File: src/rtl/calc_key_entry.sv
// Keypad operand-entry stage: builds two 0..99 decimal operands from key events and
// commits the selected operation to the calculator on the equals key.
module calc_key_entry (
  input  logic       clk,
  input  logic       rst_n,
  input  logic       key_valid,
  input  logic [3:0] key_code,
  output logic [6:0] operand_a,
  output logic [6:0] operand_b,
  output logic [3:0] op_code,
  output logic       result_valid,
  output logic [1:0] entry_state,
  output logic [1:0] digit_count
);

  localparam int unsigned MaxDigits = 2;
  localparam logic [3:0]  KeyAdd    = 4'd10;
  localparam logic [3:0]  KeySub    = 4'd11;
  localparam logic [3:0]  KeyMul    = 4'd12;
  localparam logic [3:0]  KeyClr    = 4'd13;
  localparam logic [3:0]  KeyEq     = 4'd14;
  localparam logic [3:0]  OpIdle    = 4'd0;

  typedef enum logic [1:0] {
    StEnterA  = 2'd0,
    StEnterB  = 2'd1,
    StShowRes = 2'd2
  } state_e;

  state_e     state_q, state_d;
  logic [6:0] opa_q, opa_d;
  logic [6:0] opb_q, opb_d;
  logic [3:0] op_code_q, op_code_d;
  logic       rv_q, rv_d;
  logic [1:0] cnt_q, cnt_d;
  logic [3:0] pending_q, pending_d;

  logic is_digit, is_oper, is_clr, is_eq, digit_ok, state_bad;

  // x*10 + d as x*8 + x*2 + d; only used while x <= 9, so it never exceeds 99.
  function automatic logic [6:0] acc10(input logic [6:0] v, input logic [3:0] d);
    return (v << 3) + (v << 1) + {3'b000, d};
  endfunction

  always_comb begin
    is_digit  = key_valid && (key_code <= 4'd9);
    is_oper   = key_valid && (key_code == KeyAdd || key_code == KeySub || key_code == KeyMul);
    is_clr    = key_valid && (key_code == KeyClr);
    is_eq     = key_valid && (key_code == KeyEq);
    digit_ok  = is_digit && (cnt_q < 2'(MaxDigits));
    state_bad = !(state_q inside {StEnterA, StEnterB, StShowRes});
  end

  // State register and datapath registers.
  always_ff @(posedge clk) begin
    if (!rst_n) begin
      state_q   <= StEnterA;
      opa_q     <= '0;
      opb_q     <= '0;
      op_code_q <= OpIdle;
      rv_q      <= 1'b0;
      cnt_q     <= '0;
      pending_q <= KeyAdd;
    end else begin
      state_q   <= state_d;
      opa_q     <= opa_d;
      opb_q     <= opb_d;
      op_code_q <= op_code_d;
      rv_q      <= rv_d;
      cnt_q     <= cnt_d;
      pending_q <= pending_d;
    end
  end

  // Next-state logic.
  always_comb begin
    state_d = state_q;
    case (state_q)
      StEnterA: begin
        if (is_clr)       state_d = StEnterA;
        else if (is_oper) state_d = StEnterB;
      end
      StEnterB: begin
        if (is_clr)                        state_d = StEnterA;
        else if (is_eq && cnt_q != 2'd0)   state_d = StShowRes;
      end
      StShowRes: begin
        if (is_clr || is_digit) state_d = StEnterA;
      end
      default: state_d = StEnterA;
    endcase
  end

  // Datapath next values; clear (and an illegal state) override everything else.
  always_comb begin
    opa_d     = opa_q;
    opb_d     = opb_q;
    op_code_d = op_code_q;
    rv_d      = 1'b0;
    cnt_d     = cnt_q;
    pending_d = pending_q;
    if (is_clr || state_bad) begin
      opa_d     = '0;
      opb_d     = '0;
      cnt_d     = '0;
      pending_d = KeyAdd;
      op_code_d = KeyClr;
    end else begin
      case (state_q)
        StEnterA: begin
          if (digit_ok) begin
            opa_d     = acc10(opa_q, key_code);
            cnt_d     = cnt_q + 2'd1;
            op_code_d = OpIdle;
          end else if (is_oper) begin
            pending_d = key_code;
            opb_d     = '0;
            cnt_d     = '0;
          end
        end
        StEnterB: begin
          if (digit_ok) begin
            opb_d     = acc10(opb_q, key_code);
            cnt_d     = cnt_q + 2'd1;
            op_code_d = OpIdle;
          end else if (is_oper && cnt_q == 2'd0) begin
            pending_d = key_code;
          end else if (is_eq && cnt_q != 2'd0) begin
            op_code_d = pending_q;
            rv_d      = 1'b1;
          end
        end
        StShowRes: begin
          // No chaining: a digit always starts a fresh calculation.
          if (is_digit) begin
            opa_d     = {3'b000, key_code};
            opb_d     = '0;
            cnt_d     = 2'd1;
            op_code_d = OpIdle;
          end
        end
        default: ;
      endcase
    end
  end

  // Outputs are straight register taps.
  always_comb begin
    operand_a    = opa_q;
    operand_b    = opb_q;
    op_code      = op_code_q;
    result_valid = rv_q;
    entry_state  = state_q;
    digit_count  = cnt_q;
  end

endmodule

File: config.mk
export PLATFORM = sky130hd
export DESIGN_NAME = calc_key_entry
export DESIGN_NICKNAME = d
export VERILOG_FILES = /design/src/rtl/calc_key_entry.sv
export SDC_FILE = /design/constraint.sdc
export NUM_CORES = 1
export LEC_CHECK = 0
export BUFFER_PORTS_ARGS = -buffer_cell sky130_fd_sc_hd__buf_2
export CELL_PAD_IN_SITES_DETAIL_PLACEMENT = 0
export CELL_PAD_IN_SITES_GLOBAL_PLACEMENT = 2
export CORE_MARGIN = 5
export CORE_UTILIZATION = 34
export DETAILED_ROUTE_END_ITERATION = 8
export GPL_TIMING_DRIVEN = 1
export PLACE_DENSITY_LB_ADDON = 0.1
export SETUP_SLACK_MARGIN = 0.4
export SYNTH_ARGS = -nofsm -noshare
export SYNTH_HDL_FRONTEND = slang
export SYNTH_SLANG_ARGS = --single-unit
File: constraint.sdc
create_clock -name clk -period 2.9 [get_ports clk]
set_input_delay 0.58 -clock clk [delete_from_list [all_inputs] [get_ports clk]]
set_output_delay 0.58 -clock clk [all_outputs]
set_load 0.03 [all_outputs]
### After elaboration in Yosys (flattened, before gate mapping)

Index checks and enable logic that the tools add are counted.

| word-level totals | value |
|---|---|
| logic and storage cells | 101 |
| register bits | 27 |
| input port bits | 7 |

| operators by class | value |
|---|---|
| add/subtract/negate cells | 5 |
| eq/ne operators | 24 |
| bitwise logic cells | 2 |
| reductions and logical operators | 28 |
| muxes and demuxes | 32 |
| $lt $le $gt $ge | 2 |

Operators by type and width:

| cell | count |
|---|---|
| $mux W7 | 6 |
| $mux W4 | 10 |
| $pmux W7 S3 | 1 |
| $eq A4 B4 Y1 const B | 5 |
| $reduce_and A5 Y1 | 4 |
| $mux W2 | 9 |
| $add A7 B4 Y7 | 2 |
| $add A7 B7 Y7 | 2 |
| $pmux W7 S2 | 1 |
| $ne A2 B2 Y1 const B | 6 |
| $ne A3 B2 Y1 const B | 4 |
| $pmux W2 S3 | 2 |
| $pmux W4 S3 | 1 |
| $ne A3 B3 Y1 const B | 3 |
| $pmux W4 S2 | 1 |
| $logic_and A1 B1 Y1 | 7 |
| $reduce_and A3 Y1 | 2 |
| $reduce_bool A2 Y1 | 3 |
| $reduce_or A5 Y1 | 1 |
| $le A4 B4 Y1 const B | 1 |
| $logic_not A2 Y1 | 2 |
| $logic_or A1 B1 Y1 | 4 |
| $ne A2 B1 Y1 const B | 2 |
| $ne A4 B2 Y1 const B | 1 |
| other kinds (12) | 13 |

### Logic depth before layout (Yosys ltp)

Gate-level depths: netlist of the first run.

| depth | value |
|---|---|
| depth in word-level cells | 9 |
| gate-level depth with buffers | 9 |

### Worst setup path before layout of the first run

No wires, ideal clock.

| timing | value |
|---|---|
| kind | input-to-reg |
| start | in key_code[3] |
| end | reg opb_q[6], in the netlist operand_b[6] |
| path buffers | 0 |
| data arrival time | 2.286 ns |
| setup slack | 0.544 ns |
| cell stages on the path | 9 |
| data required time | 2.830 ns |
| cell sequence | inv_1 -> fa_1 -> inv_1 -> fa_1 -> a21o_1 -> a21oi_1 -> xnor2_1 -> nand2_1 -> a21oi_1 |

| between the ends | value |
|---|---|
| longest elaborated chain between the ends | 6 |
| elaborated cells on any way between the ends | 21 |
| classes of those cells | add/sub: 1; order compare: 1; eq/ne: 8; mux: 2; reduce/logical: 9 |

Ends and longest elaborated chain:

| element | line | source |
|---|---|---|
| from (decl) | 7 | `input logic [3:0] key_code,` |
| parallel branches: the longest is 6 deep, another holds $add A7 B4 Y7 | -- |  |
| to (signal assigned) | 67 | `opb_q <= opb_d;` |
| to (decl) | 32 | `logic [6:0] opb_q, opb_d;` |

Parallel ways; which one is timed is not known. The select of a mux whose other input is x is not followed.
A chain may end at the register's enable or synchronous reset.

### Final worst setup path of the first run

Ends and elaborated chain as after synthesis.

==> flow_results.xml, run 1 <==
<?xml version="1.0" encoding="UTF-8"?>
<metrics>
  <group name="run_status">
    <metric name="status" unit="">completed</metric>
  </group>
  <group name="detailed_routing">
    <metric name="avgRoutedWirePerCell" unit="um">14.2</metric>
    <metric name="routed_wl" unit="um">4260</metric>
    <metric name="route.detailed.drc" unit="">0</metric>
    <metric name="drtAntennaViolNets" unit="">0</metric>
    <metric name="post_drt_via_cell_ratio" unit="">5.04</metric>
    <metric name="via_count" unit="">1507</metric>
    <metric name="first_pass_iters" unit="">4</metric>
    <metric name="first_iter_violations" unit="">80</metric>
  </group>
  <group name="clock_tree">
    <metric name="cts.repair_timing.setup_buffer_count" unit="">0</metric>
    <metric name="clock_sink_count" unit="">27</metric>
    <metric name="cts_hold_buf" unit="">0</metric>
    <metric name="tritoncts.num_buffers" unit="">3</metric>
    <metric name="clock_tree.root_cell" unit="">sky130_fd_sc_hd__clkbuf_8</metric>
    <metric name="clk_pin_slew_worst_paths" unit="ps">100</metric>
    <metric name="cts.path.max_buffers" unit="">2</metric>
    <metric name="cts_tree" unit="">built</metric>
    <metric name="insertion_delay" unit="ps">270</metric>
    <metric name="htreeDepth" unit="">1</metric>
  </group>
  <group name="place">
    <metric name="dp.final_hpwl" unit="um">3200</metric>
    <metric name="place_worst_setup_slack" unit="ps">184</metric>
    <metric name="gpl.final_weighted_congestion" unit="">0.748</metric>
    <metric name="place_area" unit="um2">2030</metric>
    <metric name="io_buffers" unit="">29</metric>
  </group>
  <group name="logic_synthesis">
    <metric name="mappedNetlistArea" unit="um2">1810</metric>
    <metric name="yosysUniqueCellTypes" unit="">43</metric>
    <metric name="ys_warn_count" unit="">0</metric>
    <metric name="synth_nets" unit="">232</metric>
    <metric name="avgSynthCellArea" unit="um2">9.03</metric>
    <metric name="synth-edff-count" unit="">0</metric>
    <metric name="synthCells" unit="">200</metric>
    <metric name="synth-main-ff-cell" unit="">sky130_fd_sc_hd__dfxtp_1</metric>
    <metric name="synth-async-reset-ratio" unit="">0</metric>
    <metric name="sequential_fraction_of_the_synthesis_area" unit="">0.299</metric>
    <metric name="synth-seq-cells" unit="">27</metric>
  </group>
  <group name="global_routing">
    <metric name="grt_pass1_vias" unit="">1543</metric>
    <metric name="grt.overflow.total" unit="">0</metric>
    <metric name="grt_start_max_net_pins" unit="">23</metric>
    <metric name="grt_antenna_before_repair" unit="">0</metric>
    <metric name="grt_use_total" unit="">0.126</metric>
    <metric name="grt_first_pass_wirelength" unit="um">7290</metric>
  </group>
  <group name="worst_setup_path">
    <metric name="worst_setup_path_start_kind" unit="">input pin</metric>
    <metric name="crit_path_max_fanout" unit="">8</metric>
    <metric name="timing_worst_setup_path_type" unit="">input pin to flop</metric>
    <metric name="critical_path_required" unit="ps">3110</metric>
    <metric name="worst_setup_path_end_kind" unit="">flop</metric>
    <metric name="critical_path_arrival" unit="ps">2530</metric>
  </group>
  <group name="floorplanning">
    <metric name="die_height" unit="um">82.9</metric>
    <metric name="fp.coreArea" unit="um2">5140</metric>
    <metric name="die_width" unit="um">82.9</metric>
    <metric name="floorplan.rows" unit="">26</metric>
    <metric name="initial_core_util" unit="">0.351</metric>
    <metric name="io_pins" unit="">30</metric>
    <metric name="design.die.area" unit="um2">6870</metric>
  </group>
  <group name="finish">
    <metric name="finalNetCount" unit="">262</metric>
    <metric name="final_cell_area" unit="um2">2080</metric>
    <metric name="post_route_cells_drive_above_1_share" unit="">0.197</metric>
    <metric name="num-fill-cells" unit="">552</metric>
    <metric name="mostFrequentLayoutCell" unit="">sky130_fd_sc_hd__buf_2</metric>
    <metric name="regArea" unit="um2">541</metric>
    <metric name="multi_input_comb_area" unit="um2">1180</metric>
    <metric name="area_growth" unit="%">15.2</metric>
    <metric name="antenna-diode-count" unit="">0</metric>
    <metric name="layout.cells.most_common_list" unit="">28 x sky130_fd_sc_hd__buf_2, 27 x sky130_fd_sc_hd__dfxtp_1, 21 x sky130_fd_sc_hd__ha_1</metric>
  </group>
  <group name="job">
    <metric name="number_of_violations_of_the_max_capacitance_limit" unit="">0</metric>
  </group>
  <group name="timing">
    <metric name="timing_hold_violations_final" unit="">0</metric>
    <metric name="post-route-min-period" unit="ps">2320</metric>
    <metric name="final.setup.tns" unit="ps">0</metric>
    <metric name="hold_slack" unit="ps">461</metric>
    <metric name="slew-limit-headroom" unit="">0.633</metric>
    <metric name="timing.clock.skew" unit="ps">2.28</metric>
    <metric name="setup_violations" unit="">0</metric>
    <metric name="finalWorstSetupSlack" unit="ps">582</metric>
    <metric name="timing.final.max_slew_violations" unit="">0</metric>
    <metric name="worst_pin_slew" unit="ps">547</metric>
    <metric name="grt_setup_unrepaired" unit="">false</metric>
    <metric name="final.period_utilization" unit="">0.799</metric>
    <metric name="max_fclk" unit="MHz">431</metric>
  </group>
  <group name="pwr">
    <metric name="max-vdd-ir-drop" unit="mV">0.267</metric>
    <metric name="power_density" unit="nW/um2">588</metric>
    <metric name="power.leakage" unit="nW">0.950</metric>
  </group>
  <group name="hold_path">
    <metric name="min-delay-path-class" unit="">flop to flop</metric>
  </group>
</metrics>
## final cells by class
class                           count  area share
Multi-Input combinational cell    150       0.567
Clock buffer                        3      0.0198
Inverter                           17      0.0307
Clock inverter                      1     0.00241
Sequential cell                    27       0.260
Timing Repair Buffer               31      0.0782
Tap cell                           70      0.0421
## report_power, final
part	switching, W	leakage, nW	internal, W
clock network	0.000126	0.0255	0.0000964
registers	0.0000341	0.219	0.000404
logic	0.000338	0.706	0.000224
## final timing paths
kind                                                  start                   endpoint  slack (ps)  cells past startpoint
worst max-delay path                            key_code[3]  operand_b[6]$_SDFFE_PP0P_         580                     10
worst min-delay path              pending_q[3]$_SDFFE_PP1P_  pending_q[3]$_SDFFE_PP1P_         460                      1
worst max register to register  digit_count[1]$_SDFFE_PP0P_    op_code[3]$_SDFFE_PN0P_         620                      7
worst min register to register    pending_q[3]$_SDFFE_PP1P_  pending_q[3]$_SDFFE_PP1P_         460                      1
## critical path, cell delays in order
cell and delay, ps:
sky130_fd_sc_hd__clkbuf_4 170, sky130_fd_sc_hd__inv_1 80, sky130_fd_sc_hd__fa_1 530, sky130_fd_sc_hd__inv_1 70, sky130_fd_sc_hd__fa_2 410, sky130_fd_sc_hd__a21o_1 180, sky130_fd_sc_hd__a21oi_1 160, sky130_fd_sc_hd__xnor2_1 130
sky130_fd_sc_hd__nand2_1 70, sky130_fd_sc_hd__a21oi_1 140
## synth_stat cells (all sizes together) (4+ instances only)
library cell | count | area share
xnor2 | 8 | 0.039
mux2i | 10 | 0.055
nor3b | 6 | 0.025
nor2 | 18 | 0.037
a21o | 6 | 0.026
clkbuf | 5 | 0.010
nand2 | 10 | 0.021
fa | 4 | 0.044
ha | 21 | 0.15
o21ai | 6 | 0.017
dfxtp | 27 | 0.30
nand2b | 5 | 0.017
inv | 17 | 0.035
a21oi | 15 | 0.044
nand3 | 4 | 0.011
a2bb2oi | 4 | 0.019
## layer usage
metal,global-route usage,vias to the layer above,share of wire
li1,-,764,-
met1,0.159,706,0.48
met2,0.222,35,0.48
met3,0.0198,2,0.033
met4,0.0312,0,0.0054
met5,0,-,0
## registers in the layout, indices dropped and copies added, names as in the netlist
name          cells
operand_a         7
operand_b         7
op_code           4
entry_state       2
pending_q         4
digit_count       2
result_valid      1
## through the flow
| step | power, W | std cells | util |
|---|---|---|---|
| after floorplan | 0.000873 | 200 | - |
| after global placement | 0.00101 | 295 | 0.395 |
| after detailed placement | 0.00101 | 295 | 0.395 |
| after CTS | 0.00125 | 299 | 0.404 |
| after global routing | 0.00132 | 299 | 0.405 |
| final | 0.00122 | 299 | 0.405 |
## kinds of logic (layout without fill, tap and decap cells)
family,after synthesis,count (layout),synth area share
adders and majority gates,25,25,0.190
xor gates and xnor gates,10,10,0.0485
AOI/OAI and AO/OA,49,49,0.189
muxes,10,10,0.0554
buffers and inverters,23,52,0.0485
DFF,27,27,0.299
and+or+nand+nor,56,56,0.169
## repair_timing
item                                   4_1_cts  5_1_grt
resized for setup                            0        2
endpoints found under the hold margin        0        0
setup endpoints to repair                    0        1
Note: power is estimated with default switching activity, not from simulation.
==> inputs of run 2 (changes only) <==
Settings changed: ABC_AREA set to 1, CORE_UTILIZATION 34 to 29.
Clock period 2.9 ns to 2 ns, I/O delays scaled along.
==> run 2 against run 1 <==
Compared with the run above: largest cell class unchanged; critical path depth is the same; flip-flop and latch count unchanged; area after synthesis grew 8.9%; sequential power is 110% higher; wire length rose by 25%; critical endpoint unchanged; combinational power rose to 5.2 times the previous value; sequential share of layout area is 4.3 points lower.
==> flow_results.xml, run 2 <==
<?xml version="1.0" encoding="UTF-8"?>
<metrics>
  <group name="hold_path">
    <metric name="whs_path_depth" unit="">3</metric>
    <metric name="worstHoldStart" unit="">key_code[0]</metric>
    <metric name="whs_endpoint" unit="">pending_q[0]$_SDFFE_PP0P_</metric>
    <metric name="min-delay-path-class" unit="">input pin to flop</metric>
  </group>
  <group name="detailed_routing">
    <metric name="first_pass_iters" unit="">4</metric>
    <metric name="first_iter_violations" unit="">74</metric>
    <metric name="post_drt_via_cell_ratio" unit="">4.53</metric>
    <metric name="drtAntennaViolNets" unit="">0</metric>
    <metric name="avgRoutedWirePerCell" unit="um">13.0</metric>
    <metric name="routed_wl" unit="um">5320</metric>
    <metric name="route.detailed.drc" unit="">0</metric>
    <metric name="via_count" unit="">1852</metric>
  </group>
  <group name="floorplanning">
    <metric name="floorplan.rows" unit="">30</metric>
    <metric name="die_width" unit="um">92.4</metric>
    <metric name="design.die.area" unit="um2">8530</metric>
    <metric name="initial_core_util" unit="">0.294</metric>
    <metric name="die_height" unit="um">92.4</metric>
    <metric name="io_pins" unit="">30</metric>
    <metric name="fp.coreArea" unit="um2">6680</metric>
  </group>
  <group name="finish">
    <metric name="regArea" unit="um2">571</metric>
    <metric name="antenna-diode-count" unit="">0</metric>
    <metric name="num-fill-cells" unit="">756</metric>
    <metric name="mostFrequentLayoutCell" unit="">sky130_fd_sc_hd__nand2_1</metric>
    <metric name="multi_input_comb_area" unit="um2">1420</metric>
    <metric name="post_route_cells_drive_above_1_share" unit="">0.380</metric>
    <metric name="layout.cells.most_common_list" unit="">61 x sky130_fd_sc_hd__nand2_1, 30 x sky130_fd_sc_hd__inv_1, 30 x sky130_fd_sc_hd__nor2_1</metric>
    <metric name="final_core_utilization" unit="">0.393</metric>
    <metric name="area_growth" unit="%">33.7</metric>
    <metric name="finalNetCount" unit="">362</metric>
  </group>
  <group name="logic_synthesis">
    <metric name="ys_warn_count" unit="">0</metric>
    <metric name="synth-seq-cells" unit="">27</metric>
    <metric name="avgSynthCellArea" unit="um2">7.13</metric>
    <metric name="netlist.top_cell.by_area" unit="">sky130_fd_sc_hd__dfxtp_1</metric>
    <metric name="synthMostInstantiatedCell" unit="">sky130_fd_sc_hd__nand2_1</metric>
    <metric name="synth-edff-count" unit="">0</metric>
    <metric name="sequential_fraction_of_the_synthesis_area" unit="">0.275</metric>
    <metric name="synthCells" unit="">276</metric>
    <metric name="yosysUniqueCellTypes" unit="">31</metric>
    <metric name="synth-async-reset-ratio" unit="">0</metric>
    <metric name="synth_nets" unit="">308</metric>
    <metric name="mappedNetlistArea" unit="um2">1970</metric>
    <metric name="synth-main-ff-cell" unit="">sky130_fd_sc_hd__dfxtp_1</metric>
    <metric name="synth.cells.most_frequent" unit="">67 x sky130_fd_sc_hd__nand2_1, 38 x sky130_fd_sc_hd__inv_1, 32 x sky130_fd_sc_hd__nor2_1</metric>
    <metric name="synth_largest_type_area_fraction" unit="">0.275</metric>
    <metric name="synth_area_leaders" unit="">sky130_fd_sc_hd__dfxtp_1 27%, sky130_fd_sc_hd__ha_1 13%, sky130_fd_sc_hd__nand2_1 13%, sky130_fd_sc_hd__inv_1 7.3%, sky130_fd_sc_hd__nor2_1 6.1%</metric>
  </group>
  <group name="timing">
    <metric name="grt_setup_unrepaired" unit="">true</metric>
    <metric name="max_fclk" unit="MHz">517</metric>
    <metric name="worst_pin_slew" unit="ps">365</metric>
    <metric name="post-route-min-period" unit="ps">1930</metric>
    <metric name="slew-limit-headroom" unit="">0.756</metric>
    <metric name="timing_hold_violations_final" unit="">0</metric>
    <metric name="final.period_utilization" unit="">0.967</metric>
    <metric name="timing.clock.skew" unit="ps">1.08</metric>
    <metric name="setup_violations" unit="">0</metric>
    <metric name="timing.final.max_slew_violations" unit="">0</metric>
  </group>
  <group name="clock_tree">
    <metric name="tritoncts.num_buffers" unit="">3</metric>
    <metric name="cts_tree" unit="">built</metric>
    <metric name="htreeDepth" unit="">1</metric>
    <metric name="clk_pin_slew_worst_paths" unit="ps">100</metric>
    <metric name="clock_sink_count" unit="">27</metric>
    <metric name="clock_tree.root_cell" unit="">sky130_fd_sc_hd__clkbuf_8</metric>
    <metric name="cts.path.max_buffers" unit="">2</metric>
    <metric name="insertion_delay" unit="ps">280</metric>
  </group>
  <group name="worst_setup_path">
    <metric name="timing.reg2reg.worst_path_depth" unit="">10</metric>
    <metric name="critical_path_required" unit="ps">2180</metric>
    <metric name="r2r-end" unit="">operand_b[6]$_SDFFE_PP0P_</metric>
    <metric name="critical_path_arrival" unit="ps">2120</metric>
    <metric name="crit_path_max_fanout" unit="">3</metric>
    <metric name="worst_setup_path_end_kind" unit="">flop</metric>
    <metric name="worst_setup_path_start_kind" unit="">flop</metric>
    <metric name="timing.reg2reg.setup_slack" unit="ps">70</metric>
    <metric name="crit-reg2reg-launch" unit="">operand_b[0]$_SDFFE_PP0P_</metric>
    <metric name="timing_worst_setup_path_type" unit="">flop to flop</metric>
  </group>
  <group name="pwr">
    <metric name="power.leakage" unit="nW">1.29</metric>
    <metric name="report.power.total" unit="W">0.00415</metric>
    <metric name="max-vdd-ir-drop" unit="mV">0.914</metric>
    <metric name="power_density" unit="nW/um2">1580</metric>
  </group>
  <group name="run_status">
    <metric name="status" unit="">completed</metric>
  </group>
  <group name="place">
    <metric name="io_buffers" unit="">29</metric>
    <metric name="dp.final_hpwl" unit="um">4150</metric>
    <metric name="gpl.final_weighted_congestion" unit="">0.807</metric>
  </group>
  <group name="global_routing">
    <metric name="grt_first_pass_wirelength" unit="um">8980</metric>
    <metric name="grt.overflow.total" unit="">0</metric>
    <metric name="grt_use_total" unit="">0.132</metric>
    <metric name="grt_antenna_before_repair" unit="">0</metric>
    <metric name="grt_start_max_net_pins" unit="">16</metric>
    <metric name="grt_pass1_vias" unit="">1863</metric>
  </group>
  <group name="job">
    <metric name="number_of_violations_of_the_max_capacitance_limit" unit="">0</metric>
  </group>
</metrics>
==> run 2: worst max-delay path by stage <==
stage / start / slack, ps / to
after global placement: key_code[3] / -160 / operand_b[6]$_SDFFE_PP0P_
after detailed placement: key_code[3] / -200 / operand_b[6]$_SDFFE_PP0P_
after floorplan: operand_b[0]$_SDFFE_PP0P_ / 90 / operand_b[6]$_SDFFE_PP0P_
after CTS: operand_b[0]$_SDFFE_PP0P_ / 60 / operand_b[6]$_SDFFE_PP0P_
after global routing: operand_a[0]$_SDFFE_PP0P_ / -70 / operand_a[6]$_SDFFE_PP0P_
final: operand_b[0]$_SDFFE_PP0P_ / 70 / operand_b[6]$_SDFFE_PP0P_
==> run 2: kinds of logic after synthesis <==
| group | count (synthesis) | synth area share |
|---|---|---|
| buffers and inverters | 43 | 0.0922 |
| DFF | 27 | 0.275 |
| AOI/OAI and AO/OA | 40 | 0.115 |
| adders and majority gates | 25 | 0.174 |
| xor gates and xnor gates | 4 | 0.0178 |
| and+or+nand+nor | 137 | 0.326 |
==> run 2: final cells by class <==
cell class,count,share of cell area
Clock inverter,1,0.00190
Multi-Input combinational cell,206,0.541
Timing Repair Buffer,52,0.124
Tap cell,80,0.0381
Clock buffer,3,0.0157
Inverter,40,0.0628
Sequential cell,27,0.217
==> run 2: per-layer routing <==
metal	wire length (um)	vias to the layer above	global-route usage	share of wire
met1	2580	825	0.172	0.49
met4	45	0	0.0297	0.0085
met2	2490	25	0.224	0.47
li1	-	998	-	-
met5	0	-	0	0
met3	201	4	0.0284	0.038
==> run 2: where the power goes <==
part	internal [W]	switching (W)	total (W)
Combinational	0.00118	0.00173	0.00290
Sequential	0.000755	0.000167	0.000922
Clock	0.000140	0.000188	0.000328
Total	0.00207	0.00208	0.00415
==> run 2: worst max-delay path: stages (launching register included) <==
cell and delay, ps:
sky130_fd_sc_hd__dfxtp_4 370, sky130_fd_sc_hd__inv_2 40, sky130_fd_sc_hd__fa_1 510, sky130_fd_sc_hd__inv_2 50, sky130_fd_sc_hd__fa_2 330, sky130_fd_sc_hd__nand2_1 70, sky130_fd_sc_hd__nand2_1 60, sky130_fd_sc_hd__a21oi_2 130
sky130_fd_sc_hd__a21oi_1 80, sky130_fd_sc_hd__a21oi_1 150, sky130_fd_sc_hd__nor2_1 60
==> run 2: metrics by stage <==
stage,hold WS (ps),area (um2),setup slack (ps),setup TNS [ps],std cells
after global routing,457,2630,-71.4,-136,409
after CTS,426,2450,64.4,0,403
after global placement,433,2330,-155,-505,394
final,423,2630,65.1,0,409
after floorplan,413,2020,94.1,0,276
after detailed placement,442,2330,-197,-533,394
==> run 2: what timing repair did <==
action,4_1_cts,5_1_grt
hold buffers,0,0
gates resized for setup,10,31
gates cloned,0,0
endpoints found under the hold margin,0,0
buffers inserted,5,6
endpoints found under the setup margin,21,20
pin swaps,9,14
==> inputs of run 3 (changes only) <==
Settings changed: REMOVE_ABC_BUFFERS set to 1.
==> run 3 against run 2 <==
Compared with the run above: first-iteration DRC count rose by 12%; worst setup slack improved by 19 ps; utilization rose by 0.60 points; cell count rose by 2.2%; clock power rose by 6.4%; sequential power fell by 4.0%; sequential share of layout area fell by 0.70 points; global-route usage fell by 0.30 points; clock-buffer cell count did not move; non-clock buffer count rose by 9; clock skew rose by 12 ps; critical path depth rose by 3; largest power group unchanged; highest routed layer unchanged.
==> flow_results.xml, run 3 (same netlist as run 2, synthesis figures left out) <==
<?xml version="1.0" encoding="UTF-8"?>
<metrics>
  <group name="global_routing">
    <metric name="grt_first_pass_wirelength" unit="um">8940</metric>
    <metric name="grt_pass1_vias" unit="">1803</metric>
    <metric name="grt.overflow.total" unit="">0</metric>
    <metric name="grt_start_max_net_pins" unit="">18</metric>
    <metric name="met1_usage" unit="">0.176</metric>
    <metric name="globalRouteMet3Util" unit="">0.0252</metric>
    <metric name="grt_use_total" unit="">0.129</metric>
    <metric name="grtUsageMet2" unit="">0.213</metric>
    <metric name="grt_antenna_before_repair" unit="">0</metric>
    <metric name="busiest_layer" unit="">met2</metric>
  </group>
  <group name="clock_tree">
    <metric name="tritoncts.num_buffers" unit="">3</metric>
    <metric name="htreeDepth" unit="">1</metric>
    <metric name="insertion_delay" unit="ps">290</metric>
    <metric name="cts.path.max_buffers" unit="">2</metric>
    <metric name="cts_tree" unit="">built</metric>
    <metric name="clock_tree.root_cell" unit="">sky130_fd_sc_hd__clkbuf_8</metric>
    <metric name="clk_pin_slew_worst_paths" unit="ps">110</metric>
    <metric name="cts_hold_buf" unit="">0</metric>
    <metric name="clock_sink_count" unit="">27</metric>
  </group>
  <group name="finish">
    <metric name="finalNetCount" unit="">371</metric>
    <metric name="final_cell_area" unit="um2">2670</metric>
    <metric name="area_growth" unit="%">35.7</metric>
    <metric name="mostFrequentLayoutCell" unit="">sky130_fd_sc_hd__nand2_1</metric>
    <metric name="post_route_cells_drive_above_1_share" unit="">0.385</metric>
    <metric name="antenna-diode-count" unit="">0</metric>
    <metric name="final_cells" unit="">418</metric>
    <metric name="layout.cells.most_common_list" unit="">59 x sky130_fd_sc_hd__nand2_1, 31 x sky130_fd_sc_hd__nor2_1, 30 x sky130_fd_sc_hd__inv_1</metric>
  </group>
  <group name="place">
    <metric name="place_worst_setup_slack" unit="ps">-295</metric>
    <metric name="placed_cells" unit="">403</metric>
    <metric name="dp.final_hpwl" unit="um">4240</metric>
    <metric name="place_area" unit="um2">2340</metric>
    <metric name="gpl.final_weighted_congestion" unit="">0.763</metric>
    <metric name="io_buffers" unit="">29</metric>
  </group>
  <group name="floorplanning">
    <metric name="initial_core_util" unit="">0.294</metric>
    <metric name="die_width" unit="um">92.4</metric>
    <metric name="floorplan.rows" unit="">30</metric>
    <metric name="die_height" unit="um">92.4</metric>
    <metric name="design.die.area" unit="um2">8530</metric>
    <metric name="io_pins" unit="">30</metric>
    <metric name="fp.coreArea" unit="um2">6680</metric>
  </group>
  <group name="timing">
    <metric name="post-route-min-period" unit="ps">1920</metric>
    <metric name="final.period_utilization" unit="">0.958</metric>
    <metric name="slew-limit-headroom" unit="">0.825</metric>
    <metric name="timing_hold_violations_final" unit="">0</metric>
    <metric name="grt_setup_unrepaired" unit="">true</metric>
    <metric name="finalWorstSetupSlack" unit="ps">83.8</metric>
    <metric name="worst_pin_slew" unit="ps">262</metric>
    <metric name="max_fclk" unit="MHz">522</metric>
    <metric name="timing.final.max_slew_violations" unit="">0</metric>
    <metric name="timing.clock.skew" unit="ps">13.1</metric>
    <metric name="setup_violations" unit="">0</metric>
  </group>
  <group name="run_status">
    <metric name="status" unit="">completed</metric>
  </group>
  <group name="pwr">
    <metric name="power.switching_fraction" unit="">0.494</metric>
    <metric name="power.sequential.fraction" unit="">0.211</metric>
    <metric name="pwr-share-comb" unit="">0.706</metric>
    <metric name="power_density" unit="nW/um2">1570</metric>
    <metric name="clock_power_share" unit="">0.083</metric>
    <metric name="p_int" unit="W">0.00212</metric>
    <metric name="report.power.total" unit="W">0.00419</metric>
    <metric name="power.leakage" unit="nW">1.33</metric>
    <metric name="max-vdd-ir-drop" unit="mV">0.580</metric>
    <metric name="p_switching" unit="W">0.00207</metric>
  </group>
  <group name="detailed_routing">
    <metric name="routed_wl" unit="um">5210</metric>
    <metric name="via_count" unit="">1860</metric>
    <metric name="post_drt_via_cell_ratio" unit="">4.45</metric>
    <metric name="first_pass_iters" unit="">4</metric>
    <metric name="route.detailed.drc" unit="">0</metric>
    <metric name="avgRoutedWirePerCell" unit="um">12.5</metric>
    <metric name="first_iter_violations" unit="">83</metric>
    <metric name="drtAntennaViolNets" unit="">0</metric>
  </group>
  <group name="worst_setup_path">
    <metric name="worst_setup_path_end_kind" unit="">flop</metric>
    <metric name="crit_path_max_fanout" unit="">2</metric>
    <metric name="worst_setup_path_start_kind" unit="">flop</metric>
    <metric name="timing.reg2reg.worst_path_depth" unit="">13</metric>
    <metric name="critical_path_arrival" unit="ps">2120</metric>
    <metric name="timing_worst_setup_path_type" unit="">flop to flop</metric>
    <metric name="critical_path_required" unit="ps">2200</metric>
  </group>
  <group name="hold_path">
    <metric name="whs_path_depth" unit="">3</metric>
    <metric name="min-delay-path-class" unit="">input pin to flop</metric>
  </group>
  <group name="job">
    <metric name="number_of_violations_of_the_max_capacitance_limit" unit="">0</metric>
  </group>
</metrics>
-- run 3: changes by cell type in the layout (fill, tap and decap cells not counted), sizes merged --
cell / before / now
buf: 52 / 61
clkinv: 2 / 1
clkinvlp: 0 / 1
-- run 3: power groups by stage --
stage	sequential, W	combinational [W]	clock, W
finish	0.000885	0.00296	0.000349
global route	0.000916	0.00335	0.000392
CTS	0.000873	0.00282	0.000371
detailed placement	0.000871	0.00256	0
global placement	0.000874	0.00257	0
floorplan	0.00118	0.00142	0
-- run 3: path summary, 6_finish.rpt --
kind | from | to | slack [ps]
setup reg to reg | operand_a[0]$_SDFFE_PP0P_ | operand_a[6]$_SDFFE_PP0P_ | 80
setup / recovery | operand_a[0]$_SDFFE_PP0P_ | operand_a[6]$_SDFFE_PP0P_ | 80
hold reg to reg | pending_q[3]$_SDFFE_PP1P_ | pending_q[3]$_SDFFE_PP1P_ | 460
hold / removal | key_code[0] | operand_a[0]$_SDFFE_PP0P_ | 420
-- run 3: per-layer routing --
layer,part of all wire,routed length (um),up-vias
li1,-,-,1008
met1,0.51,2660,826
met2,0.45,2370,24
met3,0.029,150,2
met4,0.0054,28,0
met5,0,0,-
-- run 3: repair_timing --
action / CTS / global route
setup buffers: 3 / 8
pin swaps: 27 / 14
endpoints found under the setup margin: 22 / 22
gates resized for setup: 32 / 28
-- run 3: final cells by class --
cell class | instances | area, um2
fillers | 711 | 4010
multi-input cells | 206 | 1390
flip-flops and latches | 27 | 561
repair buffers | 61 | 404
inverters | 40 | 161
well taps | 80 | 100
clock buffers | 3 | 41.3
clock inverters | 1 | 8.76
-- run 3: metrics by stage --
| stage | setup TNS [ps] | hold slack (ps) | util |
|---|---|---|---|
| after detailed placement | -1490 | 435 | 0.351 |
| after CTS | 0 | 413 | 0.375 |
| final | 0 | 420 | 0.399 |
| after floorplan | -339 | 413 | - |
| after global placement | -1340 | 429 | 0.351 |
| after global routing | -98.6 | 427 | 0.399 |
-- run 3: worst max-delay path, stage by stage (launching register included) --
cell and delay [ps]:
sky130_fd_sc_hd__dfxtp_4 370, sky130_fd_sc_hd__fa_1 540, sky130_fd_sc_hd__inv_2 40, sky130_fd_sc_hd__fa_2 330, sky130_fd_sc_hd__inv_2 70, sky130_fd_sc_hd__nand2_2 50
sky130_fd_sc_hd__nand2_2 60, sky130_fd_sc_hd__nand2_2 60, sky130_fd_sc_hd__nand2_2 60, sky130_fd_sc_hd__nand2_1 50, sky130_fd_sc_hd__nand3_1 60, sky130_fd_sc_hd__nand2_1 50
sky130_fd_sc_hd__inv_1 40, sky130_fd_sc_hd__nor2_1 30
